## config.mk

```make
export PLATFORM = sky130hd
export DESIGN_NAME = gcm_pkt_arbiter
export DESIGN_NICKNAME = d
export VERILOG_FILES = /design/src/rtl/gcm_pkt_arbiter.sv
export SDC_FILE = /design/constraint.sdc
export NUM_CORES = 1
export LEC_CHECK = 0
export CAP_MARGIN = 40
export CORE_AREA = 2 2 596 598
export DETAILED_ROUTE_END_ITERATION = 10
export DIE_AREA = 0 0 598 600
export PLACE_DENSITY = 0.3
export SYNTH_ARGS = -nofsm -noshare
export SYNTH_HDL_FRONTEND = slang
export SYNTH_SLANG_ARGS = --single-unit
```

## constraint.sdc

```tcl
create_clock -name clk -period 4.22 [get_ports clk]
set_clock_uncertainty 0.05 [all_clocks]
set_input_delay 1.266 -clock clk [delete_from_list [all_inputs] [get_ports clk]]
set_output_delay 1.266 -clock clk [all_outputs]
set_load 0.01 [all_outputs]
```

## src/rtl/gcm_pkt_arbiter.sv

```systemverilog
// Two-port packet arbiter feeding a GCM datapath: packet-locked round-robin
// grant, one-cycle issue register, and a tag FIFO that routes results back in order.
module gcm_pkt_arbiter #(
  parameter int TAG_DEPTH = 16
) (
  input  logic                         clk,
  input  logic                         reset_n,
  input  logic                         i_valid0,
  input  logic                         i_valid1,
  output logic                         o_ready0,
  output logic                         o_ready1,
  input  logic                         i_last0,
  input  logic                         i_last1,
  input  logic [0:127]                 i_data0,
  input  logic [0:127]                 i_data1,
  input  logic [288:0]                 i_bypass0,
  input  logic [288:0]                 i_bypass1,
  output logic                         o_new,
  output logic                         o_last,
  output logic [0:127]                 o_plain_text,
  output logic [288:0]                 o_bypass_text,
  input  logic                         i_cp_ready,
  input  logic [0:127]                 i_cipher_text,
  output logic                         o_res_valid0,
  output logic                         o_res_valid1,
  output logic                         o_res_last,
  output logic [0:127]                 o_res_text,
  output logic [$clog2(TAG_DEPTH):0]   o_outstanding,
  output logic                         o_err_underflow
);

  localparam int AW = $clog2(TAG_DEPTH);
  localparam logic [AW:0]   FULL_COUNT = (AW+1)'(TAG_DEPTH);
  localparam logic [AW:0]   CNT_ONE    = (AW+1)'(1);
  localparam logic [AW-1:0] PTR_ONE    = AW'(1);

  typedef enum logic [1:0] {
    IDLE   = 2'd0,
    GRANT0 = 2'd1,
    GRANT1 = 2'd2
  } state_t;

  state_t        state_reg, state_next;
  logic          rr_reg, rr_next;

  logic [1:0]    valid;
  logic [1:0]    last;
  logic [1:0]    ready;
  logic [1:0]    xfer;

  logic [AW:0]   count_reg, count_next;
  logic [AW-1:0] wr_ptr_reg, rd_ptr_reg;
  logic [1:0]    tag_mem [TAG_DEPTH];
  logic [1:0]    head_tag;
  logic          tag_full, fifo_empty;
  logic          push, pop, push_port, push_last;

  assign valid = {i_valid1, i_valid0};
  assign last  = {i_last1, i_last0};

  genvar gi;
  generate
    for (gi = 0; gi < 2; gi++) begin : g_port
      assign xfer[gi] = valid[gi] & ready[gi];
    end
  endgenerate

  assign o_ready0 = ready[0];
  assign o_ready1 = ready[1];

  // ---------------- FSM: state register ----------------
  always_ff @(posedge clk or negedge reset_n) begin
    if (!reset_n) begin
      state_reg <= IDLE;
      rr_reg    <= 1'b0;
    end else begin
      state_reg <= state_next;
      rr_reg    <= rr_next;
    end
  end

  // ---------------- FSM: next state ----------------
  always_comb begin
    state_next = state_reg;
    rr_next    = rr_reg;
    case (state_reg)
      IDLE: begin
        if (valid == 2'b11)
          state_next = rr_reg ? GRANT1 : GRANT0;
        else if (valid[0])
          state_next = GRANT0;
        else if (valid[1])
          state_next = GRANT1;
      end
      GRANT0: begin
        if (xfer[0] && last[0]) begin
          state_next = IDLE;
          rr_next    = 1'b1;
        end
      end
      GRANT1: begin
        if (xfer[1] && last[1]) begin
          state_next = IDLE;
          rr_next    = 1'b0;
        end
      end
      default: state_next = IDLE;
    endcase
  end

  // ---------------- FSM: outputs ----------------
  // Ready looks only at the registered count, so a same-cycle pop cannot unblock it.
  always_comb begin
    ready = 2'b00;
    if (!tag_full) begin
      case (state_reg)
        GRANT0:  ready[0] = 1'b1;
        GRANT1:  ready[1] = 1'b1;
        default: ready    = 2'b00;
      endcase
    end
  end

  // ---------------- tag FIFO ----------------
  assign fifo_empty = (count_reg == '0);
  assign tag_full   = (count_reg == FULL_COUNT);
  assign push       = |xfer;
  assign push_port  = xfer[1];
  assign push_last  = xfer[1] ? i_last1 : i_last0;
  assign pop        = i_cp_ready & ~fifo_empty;
  assign head_tag   = tag_mem[rd_ptr_reg];

  always_comb begin
    count_next = count_reg;
    case ({push, pop})
      2'b10:   count_next = count_reg + CNT_ONE;
      2'b01:   count_next = count_reg - CNT_ONE;
      default: count_next = count_reg;
    endcase
  end

  always_ff @(posedge clk) begin
    if (push)
      tag_mem[wr_ptr_reg] <= {push_port, push_last};
  end

  // Depth is a power of two, so pointers wrap by natural overflow.
  always_ff @(posedge clk or negedge reset_n) begin
    if (!reset_n) begin
      count_reg  <= '0;
      wr_ptr_reg <= '0;
      rd_ptr_reg <= '0;
    end else begin
      count_reg <= count_next;
      if (push)
        wr_ptr_reg <= wr_ptr_reg + PTR_ONE;
      if (pop)
        rd_ptr_reg <= rd_ptr_reg + PTR_ONE;
    end
  end

  assign o_outstanding = count_reg;

  // ---------------- issue register ----------------
  always_ff @(posedge clk or negedge reset_n) begin
    if (!reset_n) begin
      o_new         <= 1'b0;
      o_last        <= 1'b0;
      o_plain_text  <= '0;
      o_bypass_text <= '0;
    end else begin
      o_new <= push;
      if (push) begin
        o_last        <= push_last;
        o_plain_text  <= xfer[1] ? i_data1 : i_data0;
        o_bypass_text <= xfer[1] ? i_bypass1 : i_bypass0;
      end
    end
  end

  // ---------------- result routing ----------------
  always_ff @(posedge clk or negedge reset_n) begin
    if (!reset_n) begin
      o_res_valid0    <= 1'b0;
      o_res_valid1    <= 1'b0;
      o_res_last      <= 1'b0;
      o_res_text      <= '0;
      o_err_underflow <= 1'b0;
    end else begin
      o_res_valid0 <= pop & ~head_tag[1];
      o_res_valid1 <= pop & head_tag[1];
      if (pop) begin
        o_res_last <= head_tag[0];
        o_res_text <= i_cipher_text;
      end
      if (i_cp_ready && fifo_empty)
        o_err_underflow <= 1'b1;
    end
  end

endmodule

```

==> metrics.yaml <==
setup_path:
  rrSetupSlack_ns: 0.62
  r2r_cells: 8
  critPathKind: "reg -> out"
  reg2reg_to: "o_plain_text[62]$_DFFE_PN0P_"
  path_buf_inv: 2
  cp_slowest_cell: "clkdlybuf4s50_1"
  cp_slowest_stage_delay_ns: 0.66
  critPathRequiredTime_ns: 2.90
  end_kind: "output pin"
  path_cells: "nor4_4 -> buf_4 -> a21oi_1 -> clkdlybuf4s50_1"
  critPathMaxFanout: 10
  crit_family: "buffers and inverters"
  cp-start-kind: "flip-flop"
  crit_arrival_ns: 2.66
  r2r-start: "o_outstanding[3]$_DFFE_PN0P_"
  crit_start: "o_outstanding[2]$_DFFE_PN0P_"
die:
  ios: 1527
  die_area_um2: 359000
  rows: 218
  core_um2: 352000
  start_util_pct: 7.24
  die_y_um: 600
  die_x_um: 598
global_route:
  grt_pass1_vias: 27094
  grt_overflow: 0
  grt_pass1_wl_um: 323000
  grtUsageTotal_pct: 13.9
  antenna_found_initial: 145
  grt_max_degree: 146
layout:
  fillers: 39736
  layout_commonest_cell: "clkdlybuf4s50_1"
  most-common-layout-cells: "1513 x clkdlybuf4s50_1, 567 x dfrtp_1, 422 x and3_1"
  finish.utilization_pct: 14.1
  regMostFlops: "o_bypass_text"
  areaGrowthSynthToFinish_pct: 94.2
  drive_gt1_share_pct: 6.69
  largest_reg_flops: 289
  nNetsFinal: 4618
  reg_top3: "o_bypass_text x289, o_plain_text x128, o_res_text x128"
clock_tree:
  postCtsHoldBufs: 0
  cts.sinks: 599
  cts_buffer_depth: 4
  numCtsBuffers: 91
  cts-root-buf: "clkbuf_16"
  htree_levels: 3
  clk_latency_ns: 0.86
  cts_tree: "done"
  clkTransAtPathRegs_ns: 0.06
job:
  cap_violations: 0
routing:
  viasPerCell: 3.14
  num_vias: 26319
  drc: 0
  routed_wl_um: 261000
  drtIter0Drc: 1746
  ant_nets: 0
  post_drt_wl_per_cell_um: 31.2
  dr.pass1.iters: 5
yosys:
  yosysWarnings: 0
  synth_nets: 3134
  synthFlopType: "dfrtp_1"
  async_flop_share_pct: 94.7
  syn_inst: 2157
  ys_ff_latch: 599
  yosysSeqAreaShare_pct: 59.4
  syn_avg_cell_area_um2: 11.8
  syn-cell-area_um2: 25500
  synth_edf_count: 32
  ys_types: 43
timing:
  rsz0062_at_grt: "false"
  final-max-slew-violation-count: 0
  min_period_ns: 3.98
  slew_headroom_pct: 24.9
  hold_viol_final: 0
  fin_crit_sh_pct: 94.3
  finalSetupTns_ns: 0
  worst_pin_slew_ns: 1.13
  fmax_ghz: 0.251
  fin_ws_ns: 0.241
  holdWs_ns: 0.216
  finalSetupViolCount: 0
power:
  power_mw: 36.3
  leakagePower_nw: 20.3
  powerDensity_nw_per_um2: 734
  max-vdd-ir-drop_mv: 0.341
placed_design:
  hpwl_um: 219000
  dp_slack_ns: 0.102
  place.gp.congestion: 0.845
  io_buffers: 1526
hold_path:
  hp-class: "in -> async"
outcome:
  outcome: "finished, final reports clean"
==> how the worst max path moves through the flow <==
stage | to | slack [ns] | depth (start not counted)
2_1_floorplan | o_outstanding[4]$_DFFE_PN0P_ | 0.52 | 12
3_3_place_gp | o_outstanding[4]$_DFFE_PN0P_ | -0.35 | 12
3_5_place_dp | o_outstanding[4]$_DFFE_PN0P_ | 0.10 | 12
4_1_cts | o_ready1 | 0.008 | 3
5_1_grt | o_ready0 | 0.10 | 4
6_report | o_ready0 | 0.24 | 4
==> repair_timing <==
item | 4_1_cts | 5_1_grt
setup endpoints to repair | 2 | 1
pin swaps | 1 | 0
setup buffers | 3 | 0
resized for setup | 0 | 1
==> logic make-up after synthesis <==
group,Yosys count,synth area share [%]
xor+xnor,11,0.378
fa+ha+maj,8,0.393
flops,599,59.4
buf+inv,228,4.64
compound gates,442,17.0
simple gates,855,17.1
mux,14,0.997
==> power breakdown <==
group	total [mW]	internal (mW)	switching, mW
logic	17.7	8.18	9.56
registers	10.7	8.29	2.44
clock network	7.87	4.66	3.21
total	36.3	21.1	15.2
==> routing by layer <==
metal	vias to the layer above	GRT usage (%)	share of wire, %
li1	11260	-	-
met1	13222	15.3	37
met2	1370	25.1	51
met3	405	5.08	8.5
met4	62	3.60	2.6
met5	-	0	0.16
==> cells in the mapped netlist, drive strengths merged (2+ instances only) <==
library cell / count / area [um^2]
dfrtp: 567 / 14200
and3: 422 / 2640
a221o: 417 / 4170
nand2: 399 / 1500
clkbuf: 138 / 518
buf: 83 / 637
edfxtp: 32 / 961
and2: 13 / 81.3
a21oi: 10 / 50.1
mux4: 9 / 203
ha: 8 / 100
inv: 7 / 28.8
xnor2: 7 / 61.3
nand2b: 5 / 31.3
mux2i: 4 / 40.0
nor2: 4 / 15.0
xor2: 4 / 35.0
a211oi: 2 / 15.0
a21o: 2 / 15.0
nand3b: 2 / 15.0
nand4: 2 / 12.5
nor3: 2 / 10.0
nor4b: 2 / 17.5
o21ai: 2 / 10.0
==> metrics by stage <==
step | instance area, um^2 | instances
2_1_floorplan | 25500 | 2157
3_3_place_gp | 46200 | 8157
3_5_place_dp | 46400 | 8165
4_1_cts | 49400 | 8328
5_1_grt | 49500 | 8363
6_report | 49500 | 8374
==> layout make-up <==
| class | instances | area (um^2) | area share [%] |
|---|---|---|---|
| flip-flops and latches | 599 | 15100 | 30.6 |
| well taps | 4620 | 5780 | 11.7 |
| repair buffers | 1612 | 16300 | 32.9 |
| diodes | 46 | 115 | 0.233 |
| clock inverters | 31 | 417 | 0.842 |
| multi-input cells | 1330 | 9180 | 18.6 |
| clock buffers | 129 | 2530 | 5.11 |
| inverters | 7 | 48.8 | 0.0986 |
Note: power is estimated with default switching activity, not from simulation.
